### src/rtl/motoro3_step_sequencer_if.sv
// Config/status bundle for the motor step sequencer.
// Master drives the m3r_* controls, slave returns the step outputs.
interface motoro3_step_sequencer_if;
    logic        m3r_run;
    logic        m3r_dir;
    logic [24:0] m3r_stepPeriod;
    logic [15:0] m3r_plLenTarget;
    logic [15:0] m3r_plLenStep;
    logic [24:0] m3cnt;
    logic        m3cntLast2;
    logic        m3cntLast1;
    logic [3:0]  sgStep;
    logic [15:0] plLen;
    logic        running;

    modport master (
        output m3r_run, m3r_dir, m3r_stepPeriod,
        output m3r_plLenTarget, m3r_plLenStep,
        input  m3cnt, m3cntLast2, m3cntLast1,
        input  sgStep, plLen, running
    );

    modport slave (
        input  m3r_run, m3r_dir, m3r_stepPeriod,
        input  m3r_plLenTarget, m3r_plLenStep,
        output m3cnt, m3cntLast2, m3cntLast1,
        output sgStep, plLen, running
    );
endinterface

### src/rtl/motoro3_step_sequencer.sv
// Commutation step sequencer with plLen ramping; registers on falling clk.
// Define MOTORO3_STEP_RAMP_EN for stepped ramps, else plLen jumps to target.
module motoro3_step_sequencer (
    input  logic                     clk,
    input  logic                     nRst,
    motoro3_step_sequencer_if.slave  bus
);
    typedef enum logic [1:0] {
        IDLE = 2'd0,
        RUN  = 2'd1,
        STOP = 2'd2
    } state_t;

    state_t      state;
    state_t      stateNext;
    logic [24:0] cnt;
    logic [24:0] cntNext;
    logic [3:0]  step;
    logic [3:0]  stepNext;
    logic [15:0] pl;
    logic [15:0] plNext;
    logic [15:0] rampVal;
    logic [24:0] reloadVal;
    logic        active;

    assign active    = (state != IDLE);
    assign reloadVal = (bus.m3r_stepPeriod < 25'd4) ? 25'd3
                     : bus.m3r_stepPeriod - 25'd1;

`ifdef MOTORO3_STEP_RAMP_EN
    logic [16:0] pl17;
    logic [16:0] tgt17;
    logic [16:0] stp17;
    logic [16:0] up17;
    logic [16:0] dn17;

    assign pl17  = {1'b0, pl};
    assign tgt17 = {1'b0, bus.m3r_plLenTarget};
    assign stp17 = {1'b0, bus.m3r_plLenStep};
    assign up17  = pl17 + stp17;
    assign dn17  = pl17 - stp17;

    always_comb begin
        rampVal = pl;
        if (state == RUN) begin
            if (pl17 < tgt17) begin
                rampVal = (up17 > tgt17) ? bus.m3r_plLenTarget : up17[15:0];
            end else if (pl17 > tgt17) begin
                // Compare before subtracting so the floor at target never wraps
                rampVal = (pl17 < tgt17 + stp17) ? bus.m3r_plLenTarget
                        : dn17[15:0];
            end
        end else if (state == STOP) begin
            if ((stp17 == 17'd0) || (pl17 <= stp17)) begin
                rampVal = 16'd0;
            end else begin
                rampVal = dn17[15:0];
            end
        end
    end
`else
    always_comb begin
        rampVal = pl;
        if (state == RUN) begin
            rampVal = bus.m3r_plLenTarget;
        end else if (state == STOP) begin
            rampVal = 16'd0;
        end
    end
`endif

    always_comb begin
        stateNext = state;
        cntNext   = cnt;
        stepNext  = step;
        plNext    = pl;
        unique case (state)
            IDLE: begin
                cntNext  = 25'd0;
                stepNext = 4'd0;
                plNext   = 16'd0;
                if (bus.m3r_run) begin
                    stateNext = RUN;
                    cntNext   = reloadVal;
                end
            end
            RUN, STOP: begin
                stateNext = bus.m3r_run ? RUN : STOP;
                if (cnt != 25'd0) begin
                    cntNext = cnt - 25'd1;
                end else if (state == STOP && !bus.m3r_run && pl == 16'd0) begin
                    stateNext = IDLE;
                    cntNext   = 25'd0;
                    stepNext  = 4'd0;
                end else begin
                    cntNext = reloadVal;
                    plNext  = rampVal;
                    if (bus.m3r_dir) begin
                        stepNext = (step == 4'd0) ? 4'd11 : step - 4'd1;
                    end else begin
                        stepNext = (step == 4'd11) ? 4'd0 : step + 4'd1;
                    end
                end
            end
            default: begin
                stateNext = IDLE;
                cntNext   = 25'd0;
                stepNext  = 4'd0;
                plNext    = 16'd0;
            end
        endcase
    end

    always_ff @(negedge clk) begin
        if (nRst) begin
            state <= IDLE;
            cnt   <= 25'd0;
            step  <= 4'd0;
            pl    <= 16'd0;
        end else begin
            state <= stateNext;
            cnt   <= cntNext;
            step  <= stepNext;
            pl    <= plNext;
        end
    end

    assign bus.m3cnt      = cnt;
    assign bus.m3cntLast2 = active && (cnt == 25'd1);
    assign bus.m3cntLast1 = active && (cnt == 25'd0);
    assign bus.sgStep     = step;
    assign bus.plLen      = pl;
    assign bus.running    = active;
endmodule

### src/flat_wrapper.sv
// flat-port wrapper written by rule: the top's interface ports become plain ports
module motoro3_step_sequencer_flat 
  (clk, nRst, bus_m3r_run, bus_m3r_dir, bus_m3r_stepPeriod, bus_m3r_plLenTarget, bus_m3r_plLenStep, bus_m3cnt, bus_m3cntLast2, bus_m3cntLast1, bus_sgStep, bus_plLen, bus_running);
  motoro3_step_sequencer_if bus_i ();
  input  logic clk;
  input  logic nRst;
  input wire logic [$bits(bus_i.m3r_run)-1:0] bus_m3r_run;
  input wire logic [$bits(bus_i.m3r_dir)-1:0] bus_m3r_dir;
  input wire logic [$bits(bus_i.m3r_stepPeriod)-1:0] bus_m3r_stepPeriod;
  input wire logic [$bits(bus_i.m3r_plLenTarget)-1:0] bus_m3r_plLenTarget;
  input wire logic [$bits(bus_i.m3r_plLenStep)-1:0] bus_m3r_plLenStep;
  output wire logic [$bits(bus_i.m3cnt)-1:0] bus_m3cnt;
  output wire logic [$bits(bus_i.m3cntLast2)-1:0] bus_m3cntLast2;
  output wire logic [$bits(bus_i.m3cntLast1)-1:0] bus_m3cntLast1;
  output wire logic [$bits(bus_i.sgStep)-1:0] bus_sgStep;
  output wire logic [$bits(bus_i.plLen)-1:0] bus_plLen;
  output wire logic [$bits(bus_i.running)-1:0] bus_running;
  assign bus_i.m3r_run = bus_m3r_run;
  assign bus_i.m3r_dir = bus_m3r_dir;
  assign bus_i.m3r_stepPeriod = bus_m3r_stepPeriod;
  assign bus_i.m3r_plLenTarget = bus_m3r_plLenTarget;
  assign bus_i.m3r_plLenStep = bus_m3r_plLenStep;
  assign bus_m3cnt = bus_i.m3cnt;
  assign bus_m3cntLast2 = bus_i.m3cntLast2;
  assign bus_m3cntLast1 = bus_i.m3cntLast1;
  assign bus_sgStep = bus_i.sgStep;
  assign bus_plLen = bus_i.plLen;
  assign bus_running = bus_i.running;
  motoro3_step_sequencer u_core (.clk(clk), .nRst(nRst), .bus(bus_i));
endmodule
### config.mk
export PLATFORM = sky130hd
export DESIGN_NAME = motoro3_step_sequencer_flat
export DESIGN_NICKNAME = d
export VERILOG_FILES = /design/src/rtl/motoro3_step_sequencer_if.sv /design/src/rtl/motoro3_step_sequencer.sv /design/src/flat_wrapper.sv
export SDC_FILE = /design/constraint.sdc
export NUM_CORES = 1
export LEC_CHECK = 0
export CORE_MARGIN = 8
export CORE_UTILIZATION = 48
export DETAILED_ROUTE_END_ITERATION = 10
export PLACE_DENSITY = 0.86
export REMOVE_ABC_BUFFERS = 1
export SLEW_MARGIN = 25
export SYNTH_ARGS = -nofsm -noshare
export SYNTH_HDL_FRONTEND = slang
export SYNTH_SLANG_ARGS = --single-unit
export TNS_END_PERCENT = 5
### constraint.sdc
create_clock -name clk -period 5.9 [get_ports clk]
set_clock_uncertainty 0.2 [all_clocks]
set_input_delay 0.59 -clock clk [delete_from_list [all_inputs] [get_ports clk]]
set_output_delay 0.59 -clock clk [all_outputs]
set_load 0.02 [all_outputs]
[After elaboration in Yosys (flattened, before gate mapping)]
Cells that the tools add are included.
Word-level totals
  logic and storage cells: 48
  output and inout port bits: 48
  input port bits: 61
  bits in registers: 47
Operators by class
  $add $sub $neg: 4
  $lt $le $gt $ge: 1
  bitwise operators: 3
  multiplexer cells: 16
  equal/unequal tests: 5
  reductions and logical operators: 15
Operators by type and width (number)
  25-bit 2-to-1 mux: 4
  25-bit case mux with 2 select lines: 1
  25-bit by 1-bit subtractor with 25-bit output, second input constant: 2
  16-bit 2-to-1 mux: 2
  25-bit by 1-bit == test with 1-bit output, second input constant: 1
  25-bit zero test: 1
  25-bit by 3-bit less-than comparator with 1-bit output, second input constant: 1
  25-bit nonzero test: 1
  16-bit zero test: 1
  4-bit 2-to-1 mux: 4
  2-bit 2-to-1 mux: 4
  4-bit by 1-bit adder with 4-bit output, second input constant: 1
  4-bit == test, second input constant: 1
  1-bit logical AND: 4
  4-bit zero test: 1
  2-bit case mux with 2 select lines: 1
  2-bit nonzero test: 2
  2-bit OR reduction: 2
  4-bit by 1-bit subtractor with 4-bit output, second input constant: 1
  1-bit inverter: 3
  3-bit AND reduction: 1
  2-bit by 1-bit == test with 1-bit output, second input constant: 1
  2-bit == test, second input constant: 1
  2-bit zero test: 1
  2 further kinds: 2

[Longest topological paths before layout]
Gate-level depths: netlist (run 1).
  word-level depth: 6
  mapped depth: 9
  mapped depth without buffers: 7

==> flow_summary.ini, run 1 <==
[logic_synthesis]
synth_most_common_cell = dfxtp_1
synth_cell_types = 41
synth_compound_area_frac = 0.1911
synthAdderAreaFrac = 0.03840
syn_area_per_cell_um2 = 8.452
ys_top_cells_by_area = dfxtp_1 (32%), xnor2_1 (8.1%), nor2_1 (5.8%)
synth_top_area_cell = dfxtp_1
synthCells = 347
ys_ff_latch = 47
synth_top_cell_area_share = 0.3208
yosys_most_used_dff = dfxtp_1
synth.area.mux_share = 0.003840
synth_edf_count = 0
ys_seq_area_frac = 0.3208
yosysWarningCount = 0
synth_top_family_by_area = simple AND/OR/NAND/NOR gates
synth_xor_area_frac = 0.1314
synth_simple_gate_area_share = 0.2735
syn_area_mm2 = 0.002933
yosys-top-cells-count = dfxtp_1 (47), nor2_1 (45), nand2_1 (28)
async_flop_share = 0

[detailed_routing]
viasPerCell = 5.834
vias = 3547
drtAntennaViolNets = 0
drt_first_pass_iters = 5
drt-total-wl_um = 10990
drt-initial-drc-count = 246
drt_drc_violations_left = 0
routedWlPerCell_um = 18.07

[global_routing]
overflow = 0
grt_pass1_vias = 3618
grt_pass1_wl_um = 16240
antenna_found_initial = 0
grt_max_degree = 22
track_usage = 0.2245

[cts]
cts_tree = yes
cts_max_level = 2
clock_latency_ns = 0.40
cts_hold_buffers = 0
cts_sinks = 47
clockBufferDepth = 2
root_buffer = clkbuf_8
numCtsBuffers = 5
clkTransAtPathRegs_ns = 0.05

[worst_hold_path]
holdCritPathClass = reg2reg

[final_layout]
fillers = 367
layout-drive-gt1-share = 0.1932
insertedDiodeCount = 0
multi_input_area_mm2 = 0.001922
final_util = 0.7844
final_nets = 602
areaGrowthSynthToFinish_pct = 58.36
regArea_um2 = 940.9

[setup_path]
crit_type = in2reg
startpoint_type = input pin
cp_max_fo = 7
crit_required_ns = 3.01
cp-startpoint = bus_m3r_stepPeriod[18]
reg2reg_depth = 7
cp_data_arrival_time_ns = 3.04
reg2reg_from = u_core.bus.m3cnt[8]
r2r_setup_slack_ns = 2.87
cp-end-kind = register
r2r_end = u_core.bus.plLen[11]
crit_end = u_core.bus.m3cnt[16]

[timing]
drv_slew = 0
finalHoldViolCount = 0
setup_violations = 13
tightest_slew_ns = 0.9115
setup_slack_ns = -0.03461
max_slew_margin = 0.3867

[pwr]
seqPwrFrac = 0.328
p_int_mw = 0.6490
power.share.clock = 0.318
vdd_drop_max_mv = 0.1809
power_leakage_nw = 1.851
power_switching_mw = 0.4518
combPwrFrac = 0.354
fin_total_pwr_mw = 1.101
powerDensity_mw_per_mm2 = 237.0
p_sw_frac = 0.4104

[die]
dieArea_mm2 = 0.008867
start_util = 0.4954
die_y_um = 94.17
coreArea_mm2 = 0.005921
rows = 28
die_x_um = 94.17
ios = 109

[placement]
dp_hpwl_um = 7143
port_buffers = 92
gp_congestion = 0.8466
place_ws_ns = -0.4952

[flow_run]
max_cap_viol_count = 0

[status]
status = finished, violations left
violations = setup timing
## how the worst min path moves through the flow
stage / start / to / slack [ns] / depth (start not counted)
after floorplan: u_core.state[1] / u_core.state[1] / 0.37 / 3
after global placement: u_core.bus.plLen[9] / u_core.bus.plLen[9] / 0.30 / 2
after detailed placement: u_core.bus.plLen[9] / u_core.bus.plLen[9] / 0.31 / 2
after CTS: u_core.bus.plLen[9] / u_core.bus.plLen[9] / 0.31 / 2
after global routing: u_core.bus.plLen[10] / u_core.bus.plLen[10] / 0.33 / 2
final: u_core.bus.plLen[10] / u_core.bus.plLen[10] / 0.31 / 2
## critical path, stage by stage
cell and delay, ns:
clkdlybuf4s50_1 0.45, or4_4 0.57, or4_4 0.47, or4_4 0.48, o211ai_4 0.17, clkbuf_16 0.22
o22ai_2 0.08
## metal layers
metal	share of wire	up-vias	routed length (um)	global-route usage
met5	0	-	0	0
met4	0.035	0	380	0.1083
met3	0.087	51	952	0.07354
met2	0.50	214	5470	0.3876
met1	0.38	1655	4184	0.2400
li1	-	1627	-	-
## registers in the layout, indices dropped and copies added (netlist names)
signal,cells
u_core.bus.m3cnt,25
u_core.bus.sgStep,4
u_core.bus.plLen,16
u_core.state,2
## cell families after synthesis
| logic type | Yosys count |
|---|---|
| compound gates | 63 |
| xor+xnor | 44 |
| fa+ha+maj | 9 |
| buf+inv | 26 |
| flops | 47 |
| mux | 1 |
| simple gates | 157 |
## timing repair
item / in CTS / in global routing
gates resized for setup: 13 / 7
setup buffers: 1 / 0
pin swaps: 4 / 3
endpoints found under the setup margin: 25 / 15
cloned: 0 / 1
## stage by stage
| step | TNS [ns] | area, um^2 | hold WS [ns] | instances |
|---|---|---|---|---|
| 6_report | -0.2081 | 4644 | 0.3136 | 608 |
| 5_1_grt | -0.7549 | 4644 | 0.3340 | 608 |
| 4_1_cts | 0 | 4606 | 0.3135 | 607 |
| 3_5_place_dp | -11.46 | 4312 | 0.3078 | 553 |
| 3_3_place_gp | -10.46 | 4312 | 0.3014 | 553 |
| 2_1_floorplan | -2.979 | 2854 | 0.3737 | 332 |
## power groups by stage
stage	clock network [mW]	logic (mW)	registers [mW]
after CTS	0.347	0.373	0.358
after detailed placement	0.0495	0.356	0.362
after global placement	0.0495	0.347	0.361
after floorplan	0.0495	0.170	0.385
final	0.350	0.390	0.361
after global routing	0.386	0.407	0.361
## layout make-up
cell class	count	area share
multi-input combinational	274	0.4138
clock inverter	50	0.04256
tap	75	0.02020
clock buffer	5	0.01482
inverter	10	0.008082
sequential	47	0.2026
timing repair buffer	147	0.2980
## layout by cell type (no fill, tap or decap), types with 3 or more instances in the layout
master            n
inv_1            57
a21oi_1           7
nand2_1          28
nor4_1           11
a211oi_1          7
or2_2             3
or4_4             8
buf_4            51
nand3_1          13
nor2_1           44
nand2b_1          3
buf_12            3
clkdlybuf4s50_1  88
dfxtp_1          47
or4_1             8
o22ai_1          14
nor3_1           19
xor2_1           17
ha_1              9
o21ai_0           6
xnor2_1          27
o22ai_2          10
a211o_1           3
or3_1             4
a211oi_2          9
clkbuf_8          5
nand4_1           4
No activity file was read; power rests on OpenSTA's default activity.
==> run 2: changes to the inputs <==
CORE_UTILIZATION = 35   (was 48)
PLACE_DENSITY = 0.66   (was 0.86)
SKIP_CTS_REPAIR_TIMING = 1   (was not set)
==> flow_summary.ini, run 2 (same netlist as run 1, synthesis figures left out) <==
[placement]
gp_congestion = 0.8334
port_buffers = 92
place_area_mm2 = 0.004394
place_ws_ns = -0.4507
dp_hpwl_um = 7056

[global_routing]
antenna_found_initial = 0
track_usage = 0.1525
overflow = 0
grt_pass1_vias = 3307
grt_max_degree = 25
grt_pass1_wl_um = 14750

[setup_path]
cp_data_arrival_time_ns = 2.97
path_cells = clkdlybuf4s50_1 > or4_4 > or4_4 > or4_4 > o211ai_4 > clkbuf_16 > o22ai_2
cp_max_fo = 7
max_stage_delay_ns = 0.55
crit_required_ns = 2.99
startpoint_type = input pin
cp-end-kind = register
r2r_setup_slack_ns = 2.92
crit_type = in2reg
crit_path_top_delay_cell = or4_4
path_common_cell = or4_4

[cts]
cts_max_level = 2
cts_tree = yes
numCtsBuffers = 5
clockBufferDepth = 2
cts_sinks = 47
clkTransAtPathRegs_ns = 0.04
clock_latency_ns = 0.38
root_buffer = clkbuf_8

[pwr]
fin_total_pwr_mw = 1.049
power_leakage_nw = 1.894
vdd_drop_max_mv = 0.1187
powerDensity_mw_per_mm2 = 222.9

[detailed_routing]
drt-total-wl_um = 9415
vias = 3247
routedWlPerCell_um = 14.62
drt_drc_violations_left = 0
m1WireLength_um = 4134
met3WireLength_um = 655
drt_first_pass_iters = 4
met2WireLength_um = 4533
drt-initial-drc-count = 121
viasPerCell = 5.042
drtAntennaViolNets = 0
top_layer = met4

[final_layout]
layout_common_cells = clkdlybuf4s50_1 (86), inv_1 (58), buf_4 (58)
largest_reg_flops = 25
areaGrowthSynthToFinish_pct = 60.54
final_util = 0.5759
final_common_cell = clkdlybuf4s50_1
fillers = 772
insertedDiodeCount = 0
final_nets = 608
fin_area_mm2 = 0.004708
layout-drive-gt1-share = 0.1948

[die]
coreArea_mm2 = 0.008175
dieArea_mm2 = 0.01156
start_util = 0.3587
die_y_um = 107.5
die_x_um = 107.5
rows = 33
ios = 109

[timing]
setup_violations = 0
max_slew_margin = 0.3496
tightest_slew_ns = 0.9666
finalHoldViolCount = 0
rsz0062_at_grt = true
setup_slack_ns = 0.02462
drv_slew = 0

[status]
status = finished, final reports clean

[flow_run]
max_cap_viol_count = 0

[worst_hold_path]
holdCritPathClass = reg2reg
[run 2: cell count changes in the layout (fill, tap and decap cells not counted), moves of 2 or more]
| cell | previous run | this run |
|---|---|---|
| clkdlybuf4s50_1 | 88 | 86 |
| or4_1 | 8 | 10 |
| dlymetal6s2s_1 | 2 | 4 |
| inv_4 | 2 | 0 |
| or4_4 | 8 | 6 |
| buf_4 | 51 | 58 |
[run 2: critical path: cells and delay by family]
family                 cells  cell delay (ns)
AO/OA/AOI/OAI              2             0.25
AND/OR/NAND/NOR            3             1.47
buffers and inverters      2             0.66
[run 2: path summary, 6_finish.rpt]
| check | startpoint | to | cells past startpoint |
|---|---|---|---|
| max | bus_m3r_stepPeriod[19] | u_core.bus.m3cnt[11] | 7 |
| min | u_core.bus.plLen[12] | u_core.bus.plLen[12] | 2 |
| max reg2reg | u_core.bus.m3cnt[8] | u_core.bus.plLen[8] | 7 |
| min reg2reg | u_core.bus.plLen[12] | u_core.bus.plLen[12] | 2 |
[run 2: report_power, final]
group / total [mW] / internal (mW) / switching, mW
combinational: 0.378 / 0.185 / 0.192
clock: 0.317 / 0.124 / 0.193
sequential: 0.354 / 0.339 / 0.0156
total: 1.05 / 0.648 / 0.401
[run 2: routing by layer]
metal / GRT usage / vias to the layer above
met5: 0 / -
met1: 0.1711 / 1509
met2: 0.2566 / 96
li1: - / 1636
met4: 0.06640 / 0
met3: 0.05150 / 6
[run 2: final cells by class]
cell class                      count  area, um^2  area share
Sequential cell                    47       940.9      0.1998
Multi-Input combinational cell    274        1899      0.4034
Clock inverter                     50       193.9     0.04119
Timing Repair Buffer              153        1436      0.3051
Clock buffer                        5       68.82     0.01462
Inverter                           10       37.54    0.007972
Tap cell                          105       131.4     0.02790
[run 2: metrics by stage]
| stage | std cells | hold WS (ns) | setup TNS [ns] |
|---|---|---|---|
| floorplan | 332 | 0.3737 | -2.979 |
| global placement | 589 | 0.3025 | -10.96 |
| detailed placement | 589 | 0.3086 | -11.89 |
| CTS | 643 | 0.3126 | -2.201 |
| global route | 644 | 0.3364 | -0.01630 |
| finish | 644 | 0.3128 | 0 |
==> run 3: changes to the inputs <==
CORE_MARGIN = 1   (was 8)
DONT_BUFFER_PORTS = 1   (was not set)
PLACE_DENSITY = not set   (was 0.66)
clock period = 7.4 ns   (was 5.9 ns; I/O delays follow)
==> flow_summary.ini, run 3 (same netlist as run 1, synthesis figures left out) <==
[status]
status = finished, final reports clean

[timing]
finalHoldViolCount = 0
tightest_slew_ns = 1.025
fin_tns_setup_ns = 0
setup_violations = 0
drv_slew = 0
hold_slack_ns = 0.4044
rsz0062_at_grt = false
max_slew_margin = 0.3169

[flow_run]
max_cap_viol_count = 0

[setup_path]
startpoint_type = register
crit_path_top_delay_cell = or4_1
cp_data_arrival_time_ns = 6.18
max_stage_delay_ns = 0.70
crit_type = reg2out
cp-end-kind = primary output
reg2reg_from = u_core.bus.m3cnt[8]
crit_required_ns = 6.46
cp_max_fo = 7
cp-startpoint = u_core.bus.m3cnt[8]
path_cells = or4_1 > nor4_1 > nand4_1 > nor2_1

[final_layout]
final_common_cell = inv_1
regArea_um2 = 940.9
multi_input_area_mm2 = 0.001872
final_util = 0.4022
insertedDiodeCount = 0
layout-drive-gt1-share = 0.1046
areaGrowthSynthToFinish_pct = 12.12
final_nets = 461
fillers = 885
largest_reg_flops = 25
layout_common_cells = inv_1 (58), dfxtp_1 (47), nor2_1 (45)

[cts]
clockBufferDepth = 2
cts_sinks = 47
root_buffer = clkbuf_8
cts_max_level = 2
clock_latency_ns = 0.37
numCtsBuffers = 5
clkTransAtPathRegs_ns = 0.04
cts_tree = yes

[placement]
dp_hpwl_um = 5477
gp_congestion = 0.7716
port_buffers = 0

[global_routing]
grt_max_degree = 25
grt_pass1_wl_um = 12240
grt_pass1_vias = 2772
antenna_found_initial = 0
overflow = 0
track_usage = 0.1756

[detailed_routing]
vias = 2695
drt-initial-drc-count = 75
drt_drc_violations_left = 0
routedWlPerCell_um = 15.20
drt-total-wl_um = 7554
viasPerCell = 5.423
drt_first_pass_iters = 4
drtAntennaViolNets = 0

[die]
die_y_um = 93.54
dieArea_mm2 = 0.008750
rows = 33
start_util = 0.3587
die_x_um = 93.54
coreArea_mm2 = 0.008175
ios = 109

[pwr]
power_leakage_nw = 1.218
vdd_drop_max_mv = 0.1405
powerDensity_mw_per_mm2 = 223.5

[worst_hold_path]
holdCritPathClass = reg2reg
hp-start = u_core.bus.plLen[11]
## run 3: per-layer routing
metal	GRT usage	vias to the layer above	part of all wire
met2	0.2788	110	0.47
li1	-	1344	-
met3	0.09106	8	0.10
met4	0.07051	0	0.0069
met5	0	-	0
met1	0.1978	1233	0.43
## run 3: power by group
group	switching (mW)	internal [mW]
clock network	0.157	0.0992
registers	0.0398	0.270
logic	0.0985	0.0703
## run 3: final cells by class
type / count / share of cell area
Timing Repair Buffer: 6 / 0.01370
Inverter: 10 / 0.01142
Sequential cell: 47 / 0.2861
Clock inverter: 50 / 0.05860
Tap cell: 105 / 0.03995
Clock buffer: 5 / 0.02093
Multi-Input combinational cell: 274 / 0.5693
## run 3: final timing paths
path	endpoint	slack (ns)	cells past startpoint
worst max-delay path	bus_m3cntLast1	0.28	4
worst min-delay path	u_core.bus.plLen[11]	0.40	2
worst max register to register	u_core.bus.plLen[7]	3.91	5
worst min register to register	u_core.bus.plLen[11]	0.40	2
## run 3: worst max-delay path: cells and delay by family (launching register included)
kind             cells  cell delay (ns)
flip-flops           1             0.41
AND/OR/NAND/NOR      4             1.68
## run 3: through the flow
stage	total power [mW]	instances	instance area, um^2	worst slack, ns
final	0.7348	497	3288	0.2831
after global routing	0.8003	497	3288	0.1588
after CTS	0.7517	497	3288	0.2323
after detailed placement	0.5210	443	3030	0.3330
after global placement	0.5190	442	3023	0.3094
after floorplan	0.4820	332	2854	0.4428
